## config.mk

```make
export PLATFORM = sky130hd
export DESIGN_NAME = multi_cycle_ctrl
export DESIGN_NICKNAME = d
export VERILOG_FILES = /design/src/rtl/mc_ctrl_pkg.sv /design/src/rtl/alu_op_decode.sv /design/src/rtl/multi_cycle_ctrl.sv
export SDC_FILE = /design/constraint.sdc
export NUM_CORES = 1
export LEC_CHECK = 0
export CORE_ASPECT_RATIO = 1.4
export CORE_UTILIZATION = 35
export DETAILED_ROUTE_END_ITERATION = 7
export SYNTH_ARGS = -nofsm -noshare
export SYNTH_HDL_FRONTEND = slang
export SYNTH_SLANG_ARGS = --single-unit
```

## constraint.sdc

```tcl
create_clock -name clk -period 5.7 [get_ports clk]
set_input_delay 1.71 -clock clk [delete_from_list [all_inputs] [get_ports clk]]
set_output_delay 1.71 -clock clk [all_outputs]
set_load 0.02 [all_outputs]
```

## src/rtl/mc_ctrl_pkg.sv

```systemverilog
// Shared definitions for the multi-cycle MIPS control FSM.
// Contents: FSM state encodings, instruction classes, opcode/funct constants,
// ALU operation codes and datapath mux select codes.
package mc_ctrl_pkg;

  // FSM states; encodings are visible on the debug state port
  typedef enum logic [4:0] {
    S_IF    = 5'd0,
    S_ID    = 5'd1,
    S_EX_R  = 5'd2,
    S_WB_R  = 5'd3,
    S_EX_I  = 5'd4,
    S_WB_I  = 5'd5,
    S_MA    = 5'd6,
    S_MRD   = 5'd7,
    S_WB_LW = 5'd8,
    S_MWR   = 5'd9,
    S_BR    = 5'd10,
    S_J     = 5'd11,
    S_JAL   = 5'd12,
    S_JR    = 5'd13,
    S_LUI   = 5'd14,
    S_INT   = 5'd15,
    S_RFE   = 5'd16
  } state_e;

  // Instruction classes produced by the decoder and used for S_ID dispatch
  typedef enum logic [3:0] {
    ClsR,
    ClsJr,
    ClsJalr,
    ClsLw,
    ClsSw,
    ClsBeq,
    ClsBne,
    ClsImm,
    ClsJ,
    ClsJal,
    ClsLui,
    ClsEret,
    ClsIllegal
  } inst_cls_e;

  // Primary opcodes (IR[31:26])
  localparam logic [5:0] OpRtype = 6'h00;
  localparam logic [5:0] OpJ     = 6'h02;
  localparam logic [5:0] OpJal   = 6'h03;
  localparam logic [5:0] OpBeq   = 6'h04;
  localparam logic [5:0] OpBne   = 6'h05;
  localparam logic [5:0] OpAddi  = 6'h08;
  localparam logic [5:0] OpSlti  = 6'h0a;
  localparam logic [5:0] OpAndi  = 6'h0c;
  localparam logic [5:0] OpXori  = 6'h0e;
  localparam logic [5:0] OpLui   = 6'h0f;
  localparam logic [5:0] OpCop0  = 6'h10;
  localparam logic [5:0] OpLw    = 6'h23;
  localparam logic [5:0] OpSw    = 6'h2b;

  // Function codes (IR[5:0])
  localparam logic [5:0] FnSrl  = 6'h02;
  localparam logic [5:0] FnJr   = 6'h08;
  localparam logic [5:0] FnJalr = 6'h09;
  localparam logic [5:0] FnEret = 6'h18;
  localparam logic [5:0] FnAdd  = 6'h20;
  localparam logic [5:0] FnSub  = 6'h22;
  localparam logic [5:0] FnAnd  = 6'h24;
  localparam logic [5:0] FnOr   = 6'h25;
  localparam logic [5:0] FnXor  = 6'h26;
  localparam logic [5:0] FnNor  = 6'h27;
  localparam logic [5:0] FnSlt  = 6'h2a;

  // ALU operation codes (single-cycle ALU encoding)
  localparam logic [2:0] AluAnd = 3'b000;
  localparam logic [2:0] AluOr  = 3'b001;
  localparam logic [2:0] AluAdd = 3'b010;
  localparam logic [2:0] AluXor = 3'b011;
  localparam logic [2:0] AluNor = 3'b100;
  localparam logic [2:0] AluSrl = 3'b101;
  localparam logic [2:0] AluSub = 3'b110;
  localparam logic [2:0] AluSlt = 3'b111;

  // Register-file destination select
  localparam logic [1:0] RegDstRt = 2'b00;
  localparam logic [1:0] RegDstRd = 2'b01;
  localparam logic [1:0] RegDstRa = 2'b10;

  // Register-file write-data select
  localparam logic [1:0] M2rAlu = 2'b00;
  localparam logic [1:0] M2rMdr = 2'b01;
  localparam logic [1:0] M2rPc  = 2'b10;
  localparam logic [1:0] M2rLui = 2'b11;

  // ALU B operand select
  localparam logic [1:0] SrcBRt    = 2'b00;
  localparam logic [1:0] SrcBFour  = 2'b01;
  localparam logic [1:0] SrcBImm   = 2'b10;
  localparam logic [1:0] SrcBImmSh = 2'b11;

  // Next-PC select
  localparam logic [2:0] PcAlu    = 3'b000;
  localparam logic [2:0] PcAluOut = 3'b001;
  localparam logic [2:0] PcJump   = 3'b010;
  localparam logic [2:0] PcRs     = 3'b011;
  localparam logic [2:0] PcIntVec = 3'b100;
  localparam logic [2:0] PcEpc    = 3'b101;

endpackage

```

## src/rtl/alu_op_decode.sv

```systemverilog
// Combinational instruction decoder for the multi-cycle control FSM.
// Ports:
//   op_code   - IR[31:26]
//   funct     - IR[5:0]
//   alu_op    - ALU operation used by the EX/WB states of this instruction
//   inst_cls  - instruction class driving S_ID dispatch
//   legal     - 1 when the instruction is decodable
module alu_op_decode
  import mc_ctrl_pkg::*;
#(
  parameter bit INT_SUPPORT = 1'b1
) (
  input  logic [5:0] op_code,
  input  logic [5:0] funct,
  output logic [2:0] alu_op,
  output inst_cls_e  inst_cls,
  output logic       legal
);

  always_comb begin
    alu_op   = AluAdd;
    inst_cls = ClsIllegal;
    case (op_code)
      OpRtype: begin
        inst_cls = ClsR;
        case (funct)
          FnAdd:   alu_op = AluAdd;
          FnSub:   alu_op = AluSub;
          FnAnd:   alu_op = AluAnd;
          FnOr:    alu_op = AluOr;
          FnSlt:   alu_op = AluSlt;
          FnNor:   alu_op = AluNor;
          FnXor:   alu_op = AluXor;
          FnSrl:   alu_op = AluSrl;
          FnJr:    inst_cls = ClsJr;
          FnJalr:  inst_cls = ClsJalr;
          default: inst_cls = ClsIllegal;
        endcase
      end
      OpLw:   inst_cls = ClsLw;
      OpSw:   inst_cls = ClsSw;
      OpBeq: begin
        inst_cls = ClsBeq;
        alu_op   = AluSub;
      end
      OpBne: begin
        inst_cls = ClsBne;
        alu_op   = AluSub;
      end
      OpSlti: begin
        inst_cls = ClsImm;
        alu_op   = AluSlt;
      end
      OpAddi: begin
        inst_cls = ClsImm;
        alu_op   = AluAdd;
      end
      OpAndi: begin
        inst_cls = ClsImm;
        alu_op   = AluAnd;
      end
      OpXori: begin
        inst_cls = ClsImm;
        alu_op   = AluXor;
      end
      OpJ:    inst_cls = ClsJ;
      OpJal:  inst_cls = ClsJal;
      OpLui:  inst_cls = ClsLui;
      OpCop0: begin
        // eret only exists when the interrupt logic is built in
        if (INT_SUPPORT && (funct == FnEret)) inst_cls = ClsEret;
      end
      default: inst_cls = ClsIllegal;
    endcase
  end

  assign legal = (inst_cls != ClsIllegal);

endmodule

```

## src/rtl/multi_cycle_ctrl.sv

```systemverilog
// Multi-cycle MIPS control FSM: sequences IF/ID/EX/MEM/WB over shared ALU,
// memory and register-file ports, waits on mem_ready, and handles a single
// external interrupt (EPC save) with eret return.
// Ports:
//   clk, rst_n               - clock (rising edge), async active-low reset
//   OP_code, function_code   - instruction fields from the IR
//   zero                     - ALU zero flag (branch resolution)
//   mem_ready                - memory access completes this cycle
//   int_req                  - level-sensitive interrupt request
//   PC_write .. PCSource     - datapath enables and mux selects
//   EPC_write, int_ack       - interrupt entry controls
//   illegal_inst             - one-cycle pulse on an undecodable instruction
//   state                    - current FSM state for debug
module multi_cycle_ctrl
  import mc_ctrl_pkg::*;
#(
  parameter bit INT_SUPPORT = 1'b1,
  parameter bit INT_EN_RST  = 1'b1
) (
  input  logic       clk,
  input  logic       rst_n,
  input  logic [5:0] OP_code,
  input  logic [5:0] function_code,
  input  logic       zero,
  input  logic       mem_ready,
  input  logic       int_req,
  output logic       PC_write,
  output logic       IorD,
  output logic       mem_read,
  output logic       mem_w,
  output logic       IR_write,
  output logic [1:0] RegDst,
  output logic [1:0] MemtoReg,
  output logic       reg_we,
  output logic       ALUSrcA,
  output logic [1:0] ALUSrcB,
  output logic [2:0] ALU_operation,
  output logic [2:0] PCSource,
  output logic       EPC_write,
  output logic       int_ack,
  output logic       illegal_inst,
  output logic [4:0] state
);

  state_e    state_q, state_d;
  logic      int_en_q, int_en_d;
  logic [2:0] dec_op;
  inst_cls_e dec_cls;
  logic      dec_legal;
  logic      take_int;
  state_e    done_next;

  alu_op_decode #(
    .INT_SUPPORT(INT_SUPPORT)
  ) u_alu_op_decode (
    .op_code (OP_code),
    .funct   (function_code),
    .alu_op  (dec_op),
    .inst_cls(dec_cls),
    .legal   (dec_legal)
  );

  // Interrupts are only sampled by completing states (instruction boundary)
  assign take_int  = INT_SUPPORT && int_en_q && int_req;
  assign done_next = take_int ? S_INT : S_IF;

  always_ff @(posedge clk or negedge rst_n) begin
    if (!rst_n) begin
      state_q  <= S_IF;
      int_en_q <= INT_EN_RST;
    end else begin
      state_q  <= state_d;
      int_en_q <= int_en_d;
    end
  end

  always_comb begin
    state_d       = state_q;
    int_en_d      = int_en_q;
    PC_write      = 1'b0;
    IorD          = 1'b0;
    mem_read      = 1'b0;
    mem_w         = 1'b0;
    IR_write      = 1'b0;
    RegDst        = RegDstRt;
    MemtoReg      = M2rAlu;
    reg_we        = 1'b0;
    ALUSrcA       = 1'b0;
    ALUSrcB       = SrcBRt;
    ALU_operation = AluAnd;
    PCSource      = PcAlu;
    EPC_write     = 1'b0;
    int_ack       = 1'b0;
    illegal_inst  = 1'b0;

    unique case (state_q)
      S_IF: begin
        mem_read      = 1'b1;
        ALUSrcB       = SrcBFour;
        ALU_operation = AluAdd;
        // PC+4 and IR load happen in the cycle the fetch completes
        PC_write      = mem_ready;
        IR_write      = mem_ready;
        if (mem_ready) state_d = S_ID;
      end
      S_ID: begin
        // Speculatively compute the branch target into ALUOut
        ALUSrcB       = SrcBImmSh;
        ALU_operation = AluAdd;
        if (!dec_legal) begin
          illegal_inst = 1'b1;
          state_d      = S_IF;
        end else begin
          case (dec_cls)
            ClsR:           state_d = S_EX_R;
            ClsJr, ClsJalr: state_d = S_JR;
            ClsLw, ClsSw:   state_d = S_MA;
            ClsBeq, ClsBne: state_d = S_BR;
            ClsImm:         state_d = S_EX_I;
            ClsJ:           state_d = S_J;
            ClsJal:         state_d = S_JAL;
            ClsLui:         state_d = S_LUI;
            ClsEret:        state_d = S_RFE;
            default:        state_d = S_IF;
          endcase
        end
      end
      S_EX_R: begin
        ALUSrcA       = 1'b1;
        ALUSrcB       = SrcBRt;
        ALU_operation = dec_op;
        state_d       = S_WB_R;
      end
      S_WB_R: begin
        reg_we        = 1'b1;
        RegDst        = RegDstRd;
        MemtoReg      = M2rAlu;
        ALU_operation = dec_op;
        state_d       = done_next;
      end
      S_EX_I: begin
        ALUSrcA       = 1'b1;
        ALUSrcB       = SrcBImm;
        ALU_operation = dec_op;
        state_d       = S_WB_I;
      end
      S_WB_I: begin
        reg_we        = 1'b1;
        RegDst        = RegDstRt;
        MemtoReg      = M2rAlu;
        ALU_operation = dec_op;
        state_d       = done_next;
      end
      S_MA: begin
        ALUSrcA       = 1'b1;
        ALUSrcB       = SrcBImm;
        ALU_operation = AluAdd;
        state_d       = (dec_cls == ClsSw) ? S_MWR : S_MRD;
      end
      S_MRD: begin
        mem_read      = 1'b1;
        IorD          = 1'b1;
        ALU_operation = AluAdd;
        if (mem_ready) state_d = S_WB_LW;
      end
      S_WB_LW: begin
        reg_we        = 1'b1;
        RegDst        = RegDstRt;
        MemtoReg      = M2rMdr;
        ALU_operation = AluAdd;
        state_d       = done_next;
      end
      S_MWR: begin
        mem_w         = 1'b1;
        IorD          = 1'b1;
        ALU_operation = AluAdd;
        if (mem_ready) state_d = done_next;
      end
      S_BR: begin
        ALUSrcA       = 1'b1;
        ALUSrcB       = SrcBRt;
        ALU_operation = AluSub;
        PCSource      = PcAluOut;
        PC_write      = (dec_cls == ClsBne) ? ~zero : zero;
        state_d       = done_next;
      end
      S_J: begin
        PC_write = 1'b1;
        PCSource = PcJump;
        state_d  = done_next;
      end
      S_JAL: begin
        PC_write = 1'b1;
        PCSource = PcJump;
        reg_we   = 1'b1;
        RegDst   = RegDstRa;
        MemtoReg = M2rPc;
        state_d  = done_next;
      end
      S_JR: begin
        PC_write = 1'b1;
        PCSource = PcRs;
        if (dec_cls == ClsJalr) begin
          reg_we   = 1'b1;
          RegDst   = RegDstRd;
          MemtoReg = M2rPc;
        end
        state_d = done_next;
      end
      S_LUI: begin
        reg_we   = 1'b1;
        RegDst   = RegDstRt;
        MemtoReg = M2rLui;
        state_d  = done_next;
      end
      S_INT: begin
        EPC_write = 1'b1;
        int_ack   = 1'b1;
        PC_write  = 1'b1;
        PCSource  = PcIntVec;
        int_en_d  = 1'b0;
        state_d   = S_IF;
      end
      S_RFE: begin
        PC_write = 1'b1;
        PCSource = PcEpc;
        int_en_d = 1'b1;
        // int_en is being re-enabled this cycle, so a pending request is
        // taken straight away rather than waiting on the registered flag
        state_d  = (INT_SUPPORT && int_req) ? S_INT : S_IF;
      end
      default: state_d = S_IF;
    endcase
  end

  assign state = state_q;

endmodule

```

==> results of run 1 <==
worst register-to-register path: stages (launching register included):
cell,delay [ns]
dfrtp_1,0.86
nand2b_1,0.39
a21oi_1,0.15
o31ai_1,0.37
o21ai_0,0.16
a311o_1,0.33
stage by stage:
stage	hold slack, ns	cells	power, W	cell area, sq um	setup TNS, ns
floorplan	0.465	227	0.000407	1500	0
global placement	0.570	335	0.000603	2200	-3.44
detailed placement	0.573	335	0.000603	2200	-3.81
CTS	0.578	363	0.000679	2460	-0.204
global route	0.574	369	0.000748	2560	-0.587
finish	0.589	369	0.000695	2560	-0.152
Yosys cell counts, types with 3 or more instances:
cell type	count	area share, %
mux2i_1	5	3.3
o211ai_1	4	2.0
clkbuf_1	12	3.0
o21ai_0	15	5.0
and2_1	3	1.2
or2_2	3	1.2
a21oi_1	15	5.0
nand2b_1	7	2.9
nand2_1	17	4.2
dfrtp_1	5	8.3
a31oi_1	4	1.7
nor2b_1	6	2.5
and3_1	3	1.2
nor3_1	15	5.0
nor4_1	4	1.7
o31ai_1	3	1.5
nor3b_1	5	2.5
ha_1	5	4.2
nand3_1	7	2.3
nor2_1	19	4.7
inv_1	13	3.2
final timing paths:
kind / startpoint / endpoint / slack [ns] / depth (start not counted)
max in group asynchronous: rst_n / int_en_q$_DFFE_PN1P_ / 3.71 / 1
min in group asynchronous: rst_n / state[4]$_DFFE_PN0P_ / 1.73 / 1
worst max register to register: state[0]$_DFFE_PN0P_ / state[2]$_DFFE_PN0P_ / 3.32 / 5
worst min register to register: int_en_q$_DFFE_PN1P_ / int_en_q$_DFFE_PN1P_ / 0.59 / 2
worst min-delay path: int_en_q$_DFFE_PN1P_ / int_en_q$_DFFE_PN1P_ / 0.59 / 2
worst max-delay path: OP_code[1] / state[1]$_DFFE_PN0P_ / -0.09 / 32
registers in the layout, indices dropped and copies added (netlist names):
name,count
int_en_q,1
state,5
power by group through the flow:
stage / Combinational (W) / Clock [W] / Sequential (W)
2_1_floorplan: 0.000324 / 0 / 0.0000831
3_3_place_gp: 0.000468 / 0 / 0.000135
3_5_place_dp: 0.000469 / 0 / 0.000134
4_1_cts: 0.000480 / 0.0000665 / 0.000133
5_1_grt: 0.000535 / 0.0000705 / 0.000142
6_report: 0.000493 / 0.0000650 / 0.000137
what timing repair did:
item,4_1_cts,5_1_grt
setup buffers,24,7
gates resized for setup,66,26
hold buffers,0,0
pin swaps,9,8
cloned,0,0
setup endpoints to repair,6,9
cells by family after synthesis:
logic type	count (synthesis)	synth area share [%]
AOI/OAI and AO/OA	69	31.4
xor gates and xnor gates	3	1.75
adders and majority gates	6	4.83
buffers and inverters	30	8.49
DFF	6	10.1
muxes	5	3.33
and+or+nand+nor	108	40.1
routing by layer:
layer	global-route usage [%]	part of all wire (%)
met1	27.8	40
met2	46.0	54
met3	1.62	2.3
met4	11.5	3.4
met5	0	0
layout make-up:
type | instances | area [sq um] | area share, %
tap | 43 | 53.8 | 2.10
multi-input combinational | 191 | 1320 | 51.3
timing repair buffer | 112 | 948 | 37.0
sequential | 6 | 151 | 5.91
clock buffer | 4 | 45.0 | 1.76
inverter | 13 | 48.8 | 1.90
==> run_results.csv, run 1 <==
group,metric,value,unit
floorplan,fp.coreArea,4020,sq um
sta,finalMaxSlewViolations,0,
cells_and_area,most-common-layout-cells,"62 x buf_4, 26 x clkdlybuf4s50_1, 18 x nor2_1",
logic_synthesis,synth_cells,227,
sta,setup_slack,-0.0889,ns
drt,drt_iter0_drc,66,
drt,via_per_inst,5.61,
sta,slew_headroom,42.4,%
placement,dp_hpwl,3840,um
worst_setup_path,path_class,"in2reg",
power,p_leak,1.16,nW
logic_synthesis,synth_warnings,0,
placement,port_buffers,43,
grt,grt_pass1_vias,1997,
floorplan,die-area,4560,sq um
grt,grt_util_all_layers,24.7,%
grt,grt_max_degree,31,
cells_and_area,fin_nets,349,
floorplan,die_h,79.5,um
logic_synthesis,synth-seq-cells,6,
logic_synthesis,synth-edff-count,0,
cells_and_area,final_util,63.8,%
logic_synthesis,synthArstFlopShare,100,%
grt,antenna_found_initial,0,
status,status,"finished, violations left",
worst_setup_path,cp_max_fo,4,
clock_tree,worstSkewPairLatency,0.22,ns
sta,setup_viol,3,
drt,drc_errors,3,
power,max-vdd-ir-drop,0.119,mV
worst_setup_path,crit_path_frequent_cell,"buf_4",
power,comb_power_share,70.9,%
logic_synthesis,synth_nets,249,
sta,tightest_slew,0.864,ns
worst_hold_path,hp-class,"reg2reg",
logic_synthesis,ys_types,65,
clock_tree,numCtsBuffers,3,
floorplan,start_util,37.4,%
power,power.density,271,nW/um^2
floorplan,rows,27,
sta,finalHoldViolCount,0,
sta,fmax,173,MHz
sta,layout_min_cycle_time,5.79,ns
logic_synthesis,ys.flop_type,"dfrtp_1",
cells_and_area,layout-drive-gt1-share,35.6,%
clock_tree,clock_path_buffers,2,
clock_tree,cts_tree,"built",
sta,rsz0062_at_grt,"yes",
cells_and_area,syn2layout_area_growth,70.6,%
worst_setup_path,cpPeakStageDelay,0.23,ns
worst_setup_path,cp-start-kind,"input pin",
power,p_seq_share,19.7,%
worst_setup_path,end_kind,"flip-flop",
clock_tree,clkTransAtPathRegs,0.04,ns
job,max_cap_violations,0,
logic_synthesis,avgSynthCellArea,6.62,sq um
clock_tree,root_buffer,"clkbuf_8",
cells_and_area,layout_commonest_cell,"buf_4",
logic_synthesis,ys_seq_area_share,10.1,%
power,p_sw_share,50.6,%
power,internal_power,0.000343,W
floorplan,die_w,57.4,um
grt,grt_pass1_wl,9040,um
floorplan,num_io_pins,44,
drt,num_vias,2071,
worst_setup_path,cp.arrival,5.95,ns
drt,dr.pass1.iters,6,
clock_tree,clock-sinks,6,
drt,wire_per_inst,15.2,um
drt,detail-route-antenna-nets,0,
status,failed_checks,"DRC, setup timing",
power,power_switching,0.000351,W
logic_synthesis,synth_area,1500,sq um
power,power_frac_clock,9.4,%
worst_setup_path,crit_family,"buffers and inverters",
placement,place_ws,-0.864,ns
cells_and_area,n_fill_cell,360,
worst_setup_path,cp.required,5.86,ns
grt,overflow,0,
clock_tree,h-tree-depth,1,
sta,finClkSkew,0.00268,ns
drt,wl,5610,um
cells_and_area,insertedDiodeCount,0,
worst_setup_path,slowest_stage,"a211oi_2",
sta,fin_crit_sh,102,%
worst_setup_path,crit_buf_inv,24,
placement,place_congestion,0.841,
Note: power is estimated with default switching activity, not from simulation.
==> run 2, diff against run 1 <==
Settings changed: SLEW_MARGIN set to 20.
==> results of run 2 <==
No change in the layout: final DEF, timing and power equal those of run 1.
